==> config.mk <==
export PLATFORM = sky130hd
export DESIGN_NAME = uart_slot_echo_master
export DESIGN_NICKNAME = d
export VERILOG_FILES = /design/src/rtl/uart_slot_echo_master.sv
export SDC_FILE = /design/constraint.sdc
export NUM_CORES = 1
export LEC_CHECK = 0
export BUFFER_PORTS_ARGS = -buffer_cell sky130_fd_sc_hd__buf_2
export CAP_MARGIN = 20
export CORE_MARGIN = 2
export CORE_UTILIZATION = 49
export CTS_BUF_LIST = sky130_fd_sc_hd__clkbuf_8
export CTS_CLUSTER_SIZE = 28
export DETAILED_ROUTE_END_ITERATION = 6
export GPL_TIMING_DRIVEN = 0
export PLACE_DENSITY = 0.95
export SLEW_MARGIN = 10
export SYNTH_ARGS = -nofsm -noshare
export SYNTH_HDL_FRONTEND = slang
export SYNTH_SLANG_ARGS = --single-unit
==> constraint.sdc <==
create_clock -name clk -period 3.15 [get_ports clk]
set_clock_uncertainty 0.1 [all_clocks]
set_input_delay 0.1575 -clock clk [delete_from_list [all_inputs] [get_ports clk]]
set_output_delay 0.1575 -clock clk [all_outputs]
set_load 0.005 [all_outputs]
==> src/rtl/uart_slot_echo_master.sv <==
// Slot-bus initiator for the UART core: programs and verifies the baud divisor, then echoes
// every received byte back to TX (optionally upper-cased) one bus access per cycle.
module uart_slot_echo_master #(
  parameter int unsigned DVSR   = 650,
  parameter bit          UPCASE = 1'b0,
  parameter int unsigned CNT_W  = 16
) (
  input  logic             clk,
  input  logic             reset,
  input  logic             en,
  output logic             cs,
  output logic             read,
  output logic             write,
  output logic [4:0]       addr,
  output logic [31:0]      wr_data,
  input  logic [31:0]      rd_data,
  output logic [CNT_W-1:0] byte_cnt,
  output logic             cfg_err,
  output logic             busy
);

  localparam logic [10:0] DvsrBits = DVSR[10:0];

  typedef enum logic [2:0] {
    StCfgWr,
    StCfgRd,
    StIdle,
    StPollRx,
    StPop,
    StPollTx,
    StSend
  } state_e;

  state_e           state_q, state_d;
  logic [7:0]       data_q, data_d;
  logic [CNT_W-1:0] cnt_q, cnt_d;
  logic             cfg_err_q, cfg_err_d;
  // Holds the bus quiet until the first clock edge after reset release, so the CFG_WR access
  // starts cleanly on that edge instead of mid-cycle at the asynchronous deassertion.
  logic             started_q;

  logic unused_rd_data;
  assign unused_rd_data = ^rd_data[31:21];

  function automatic logic [7:0] xform(input logic [7:0] b);
    if (UPCASE && (b >= 8'h61) && (b <= 8'h7a)) begin
      return b - 8'h20;
    end
    return b;
  endfunction

  always_ff @(posedge clk or posedge reset) begin
    if (reset) begin
      state_q   <= StCfgWr;
      data_q    <= '0;
      cnt_q     <= '0;
      cfg_err_q <= 1'b0;
      started_q <= 1'b0;
    end else begin
      state_q   <= state_d;
      data_q    <= data_d;
      cnt_q     <= cnt_d;
      cfg_err_q <= cfg_err_d;
      started_q <= 1'b1;
    end
  end

  always_comb begin
    state_d   = state_q;
    data_d    = data_q;
    cnt_d     = cnt_q;
    cfg_err_d = cfg_err_q;
    if (started_q) begin
      unique case (state_q)
        StCfgWr: state_d = StCfgRd;
        StCfgRd: begin
          if (rd_data[20:10] == DvsrBits) begin
            state_d = StIdle;
          end else begin
            cfg_err_d = 1'b1;
            state_d   = StCfgWr;
          end
        end
        StIdle: begin
          if (en) state_d = StPollRx;
        end
        StPollRx: begin
          if (!rd_data[8]) begin
            data_d  = xform(rd_data[7:0]);
            state_d = StPop;
          end else if (!en) begin
            state_d = StIdle;
          end
        end
        StPop: state_d = StPollTx;
        StPollTx: begin
          if (!rd_data[9]) state_d = StSend;
        end
        StSend: begin
          cnt_d   = cnt_q + CNT_W'(1);
          state_d = en ? StPollRx : StIdle;
        end
        default: state_d = StCfgWr;
      endcase
    end
  end

  // Bus outputs depend only on registered state, never on rd_data.
  always_comb begin
    cs      = 1'b0;
    read    = 1'b0;
    write   = 1'b0;
    addr    = 5'd0;
    wr_data = 32'd0;
    if (started_q) begin
      unique case (state_q)
        StCfgWr: begin
          cs      = 1'b1;
          write   = 1'b1;
          addr    = 5'd1;
          wr_data = {21'd0, DvsrBits};
        end
        StCfgRd, StPollRx, StPollTx: begin
          cs   = 1'b1;
          read = 1'b1;
        end
        StPop: begin
          cs    = 1'b1;
          write = 1'b1;
          addr  = 5'd3;
        end
        StSend: begin
          cs      = 1'b1;
          write   = 1'b1;
          addr    = 5'd2;
          wr_data = {24'd0, data_q};
        end
        default: ;
      endcase
    end
  end

  assign byte_cnt = cnt_q;
  assign cfg_err  = cfg_err_q;
  assign busy     = (state_q != StIdle);

endmodule
==> results.cfg, run 1 <==
[grt]
grt_max_degree = 30
grt_pass1_vias = 1401
track_usage_pct = 19.7
antenna_found_initial = 0
grt_pass1_wl_um = 5980
globalRoute.totalOverflow = 0

[yosys]
avgSynthCellArea_sq_um = 10.5
synth.most_common_cell = dfrtp_1
ys_seq_area_share_pct = 42.7
synthTopCellsByCount = 29 x dfrtp_1, 27 x buf_4, 15 x nand2_1
syn_inst = 162
yosys.cell_types.count = 40
synthFlopType = dfrtp_1
synth_edf_count = 0
synthArstFlopShare_pct = 100
ys_warn_count = 0
synth_area_leaders = dfrtp_1 43%, buf_4 12%, xnor2_1 6.2%
synth_top_cell_area_share_pct = 42.7
yosys.area.top_type = dfrtp_1
syn_area_sq_um = 1700
ys_ff_latch = 29

[worst_setup_path]
cp-endpoint = wr_data[7]
worstSetupStartpointType = register
cp_max_fo = 10
reg2reg_from = state_q[2]$_DFFE_PP0P_
path_cells = buf_2, nor3b_1, nor2b_1, a21o_1, buf_2
cp_common_cell = buf_2
crit_path_top_delay_cell = dfrtp_1
critPathLaunch = state_q[1]$_DFFE_PP0P_
cp-end-kind = output pin
reg2reg_to = data_q[5]$_DFFE_PP0P_
ff2ff_setup_slack_ns = 1.48
critical_path_class = reg2out
arrival_ns = 1.83
r2r.worst_path.cells = 3
cpPeakStageDelay_ns = 0.43
worstPathRequired_ns = 2.89

[outcome]
status = completed

[cts]
root_buffer = clkbuf_8
cts_made_buffers = 5
clockBufferDepth = 2
clkTransAtPathRegs_ns = 0.06
cts_max_level = 2
clkLatencyLatePin_ns = 0.29
post_cts_buffers = 0
cts_tree = done
clkSinkCount = 29

[cells_and_area]
area_delta_synth_final_pct = 38.3
fill_cells = 273
antennaDiodeCount = 0
drive_above_1_share_pct = 38.6
finalInstanceArea_sq_um = 2350
nets = 294
multi_input_area_sq_um = 835
instances_no_fill = 305
regArea_sq_um = 726

[sta]
rsz0062_at_grt = no
fin_crit_ns = 2.09
slew_violations = 0
clock.fmax_mhz = 480
min_period_over_period_pct = 66.2
holdWs_ns = 0.00714
finalHoldViolCount = 0
tns_ns = 0
finalSetupViolCount = 0
setup_ws_ns = 1.06

[die]
ioPinCount = 93
dieArea_sq_um = 3950
die_w_um = 62.9
initial_core_util_pct = 50.9
core_sq_um = 3340
fp.dieH_um = 62.9
row_count = 21

[power_and_ir_drop]
p_comb_share_pct = 30.2
internal_power_uw = 909
p_per_area_nw_per_um2 = 557
switchingPower_uw = 400
p_leak_uw = 0.00131
clock_power_share_pct = 30.7
p_sw_share_pct = 30.5
power_frac_seq_pct = 39.1
ir_drop_v = 0.000423

[hold_path]
holdPathStages = 2
hp-class = in2reg

[detailed_routing]
drt_pass1_iterations = 5
wl_per_cell_um = 11.8
ant_nets = 0
drt-total-wl_um = 3610
initialDrtViolationCount = 48
dr_total_vias = 1402
route.detailed.drc = 0
avgViaCountPerCell = 4.60

[flow_run]
maxCapViolations = 0

[place]
place_area_sq_um = 2120
hpwlAfterDp_um = 2590
gp_congestion = 0.828
dp.cells = 288
dpl_worst_slack_ns = 1.43
io_buffers = 55
==> worst max-delay path: cells and delay by family, from the launching register on <==
kind | cells | cell delay [ns]
DFF | 1 | 0.43
buffers and inverters | 2 | 0.31
and+or+nand+nor | 2 | 0.67
AOI/OAI and AO/OA | 1 | 0.13
==> power by group through the flow <==
stage | Combinational [uW] | Clock (uW) | Sequential, uW
2_1_floorplan | 268 | 0 | 503
3_3_place_gp | 365 | 0 | 512
3_5_place_dp | 379 | 0 | 519
4_1_cts | 390 | 403 | 513
5_1_grt | 441 | 423 | 524
6_report | 395 | 402 | 512
==> stage by stage <==
stage / total power, uW / util (%)
after floorplan: 771 / -
after global placement: 877 / 63.7
after detailed placement: 898 / 63.7
after CTS: 1310 / 69.3
after global routing: 1390 / 70.4
final: 1310 / 70.4
==> cells in the final DEF, fill, tap and decap left out, drive strengths merged, types with 4 or more instances in the layout <==
cell and instances:
o21ai 4, dlygate4sd3 8, and2 5, xnor2 12
xor2 4, inv 5, a21o 5, nor4 4
nand3 7, clkbuf 7, conb 27, buf 85
mux2 8, dfrtp 29, nand2 15
==> layer usage <==
metal	vias up	GRT usage, %	routed length, um	share of wire (%)
met5	-	0	0	0
li1	686	-	-	-
met4	0	9.72	82	2.3
met3	10	5.05	185	5.1
met2	52	37.9	2000	55
met1	654	18.9	1340	37
==> worst min-delay path by stage <==
stage,slack (ns),end,startpoint
2_1_floorplan,0.14,byte_cnt[0]$_DFFE_PP0P_,reset
3_3_place_gp,0.27,data_q[3]$_DFFE_PP0P_,rd_data[3]
3_5_place_dp,0.28,data_q[4]$_DFFE_PP0P_,rd_data[4]
4_1_cts,0.01,data_q[6]$_DFFE_PP0P_,rd_data[6]
5_1_grt,0.02,data_q[6]$_DFFE_PP0P_,rd_data[6]
6_report,0.007,data_q[6]$_DFFE_PP0P_,rd_data[6]
==> layout make-up <==
type,instances,share of cell area [%]
Tap cell,46,2.45
Inverter,4,0.639
Multi-Input combinational cell,124,35.5
Clock inverter,2,1.44
Clock buffer,6,3.52
Buffer,30,9.22
Sequential cell,29,30.9
Timing Repair Buffer,64,16.3
==> sequential cells by signal, indices dropped and copies added (netlist names) <==
signal / cells
byte_cnt: 16
started_q: 1
data_q: 8
cfg_err: 1
state_q: 3
==> logic make-up after synthesis <==
| group | synth area share (%) |
|---|---|
| AOI/OAI and AO/OA | 5.90 |
| xor gates and xnor gates | 8.25 |
| adders and majority gates | 0.737 |
| buffers and inverters | 13.6 |
| DFF | 42.7 |
| muxes | 5.31 |
| other | 0.442 |
| and+or+nand+nor | 23.0 |
==> repair_timing <==
action,in CTS,in global routing
gates resized for setup,0,0
hold buffers,7,1
hold endpoints to repair,7,8
Power figures use the tool's default switching activity.
==> run 2: changes to the inputs <==
CORE_UTILIZATION = 46   (was 49)
PLACE_DENSITY = 0.94   (was 0.95)
clock period = 2.1 ns   (was 3.15 ns; I/O delays follow)
==> results.cfg, run 2 (same netlist as run 1, synthesis figures left out) <==
[grt]
grt_max_degree = 30
grt_pass1_wl_um = 5390
track_usage_pct = 16.9
grt_pass1_vias = 1285
globalRoute.totalOverflow = 0
antenna_found_initial = 0

[hold_path]
holdPathStages = 3
hp-class = in2reg
hp-start = en
min_to = state_q[0]$_DFFE_PP0P_

[sta]
fin_crit_ns = 1.93
slew_violations = 0
finalHoldViolCount = 0
rsz0062_at_grt = no
tns_ns = 0
min_period_over_period_pct = 91.8
relSlewSlack_pct = 65.9
clock.fmax_mhz = 519
finalSetupViolCount = 0
worst_pin_slew_ns = 0.511

[cts]
cts.repair.resized = 0
clockBufferDepth = 2
clkLatencyLatePin_ns = 0.27
cts_made_buffers = 5
cts_tree = done
clkSinkCount = 29
clkTransAtPathRegs_ns = 0.06
root_buffer = clkbuf_8
cts_max_level = 2

[detailed_routing]
ant_nets = 0
route.detailed.drc = 0
initialDrtViolationCount = 31
drt-total-wl_um = 3300
drt_pass1_iterations = 4
dr_total_vias = 1382
wl_per_cell_um = 10.7
avgViaCountPerCell = 4.49

[cells_and_area]
nets = 296
final_cell_mix = 57 x buf_2, 29 x dfrtp_1, 28 x buf_4, 27 x conb_1, 15 x nand2_1
largest_reg_flops = 16
area_delta_synth_final_pct = 37.7
drive_above_1_share_pct = 38.5
fill_cells = 311
post-route-util_pct = 64.9
antennaDiodeCount = 0
final_common_cell = buf_2

[worst_setup_path]
critical_path_class = reg2out
r2r.worst_path.cells = 6
worstPathRequired_ns = 1.89
ff2ff_setup_slack_ns = 0.39
cp_max_fo = 10
reg2reg_from = state_q[1]$_DFFE_PP0P_
cp-end-kind = output pin
arrival_ns = 1.72
reg2reg_to = byte_cnt[2]$_DFFE_PP0P_
worstSetupStartpointType = register

[die]
initial_core_util_pct = 47.1
row_count = 22
dieArea_sq_um = 4190
fp.dieH_um = 64.8
ioPinCount = 93
core_sq_um = 3610
die_w_um = 64.8

[power_and_ir_drop]
ir_drop_v = 0.000516
p_per_area_nw_per_um2 = 761
p_leak_uw = 0.00130

[place]
gp_congestion = 0.777
io_buffers = 55
hpwlAfterDp_um = 2410

[outcome]
status = completed

[flow_run]
maxCapViolations = 0
[run 2: cell types whose count changed in the layout (fill, tap and decap cells not counted), sizes merged]
cell	change
buf	+1
bufinv	-1
dlygate4sd3	+1
[run 2: worst max path at each step]
stage | from | to | slack [ns] | depth (start not counted)
finish | state_q[1]$_DFFE_PP0P_ | wr_data[5] | 0.17 | 5
global route | state_q[1]$_DFFE_PP0P_ | wr_data[3] | 0.02 | 5
global placement | byte_cnt[3]$_DFFE_PP0P_ | byte_cnt[13]$_DFFE_PP0P_ | 0.43 | 4
detailed placement | byte_cnt[3]$_DFFE_PP0P_ | byte_cnt[12]$_DFFE_PP0P_ | 0.39 | 4
floorplan | byte_cnt[3]$_DFFE_PP0P_ | byte_cnt[12]$_DFFE_PP0P_ | 0.58 | 4
CTS | state_q[1]$_DFFE_PP0P_ | wr_data[0] | 0.15 | 5
[run 2: what timing repair did]
item | 4_1_cts | 5_1_grt
hold endpoints to repair | 8 | 11
endpoints found under the setup margin | 0 | 1
hold buffers | 8 | 1
buffers inserted | 0 | 1
[run 2: cell type report]
cell class,instances,area [sq um],area share (%)
multi-input cells,124,835,35.7
repair buffers,66,400,17.1
clock buffers,6,82.6,3.53
clock inverters,1,3.75,0.161
well taps,48,60.1,2.57
inverters,4,15.0,0.642
plain buffers,30,216,9.26
flip-flops and latches,29,726,31.0
[run 2: per-stage QoR]
| stage | hold slack (ns) | worst slack [ns] | total power [uW] | instance area [sq um] | cells |
|---|---|---|---|---|---|
| final | 0.0730 | 0.173 | 1780 | 2340 | 308 |
| after global routing | 0.0945 | 0.0162 | 1920 | 2340 | 308 |
| after CTS | 0.0288 | 0.155 | 1790 | 2290 | 305 |
| after detailed placement | 0.234 | 0.386 | 1340 | 2130 | 290 |
| after global placement | 0.225 | 0.433 | 1310 | 2130 | 290 |
| after floorplan | 0.0831 | 0.581 | 1160 | 1790 | 187 |
[run 2: worst max-delay path, stage by stage (launching register included)]
cell	delay [ns]
dfrtp_1	0.42
buf_2	0.23
nand2_1	0.12
nor3b_4	0.35
and2_1	0.20
buf_2	0.13
[run 2: routing by layer]
layer | wire [um] | vias to the layer above | global-route usage, %
li1 | - | 692 | -
met3 | 228 | 4 | 6.60
met4 | 32 | 0 | 5.59
met5 | 0 | - | 0
met1 | 1380 | 635 | 18.6
met2 | 1660 | 51 | 29.6
[run 2: power breakdown]
group / switching [uW] / internal (uW)
logic: 274 / 306
clock network: 180 / 254
registers: 87.2 / 678
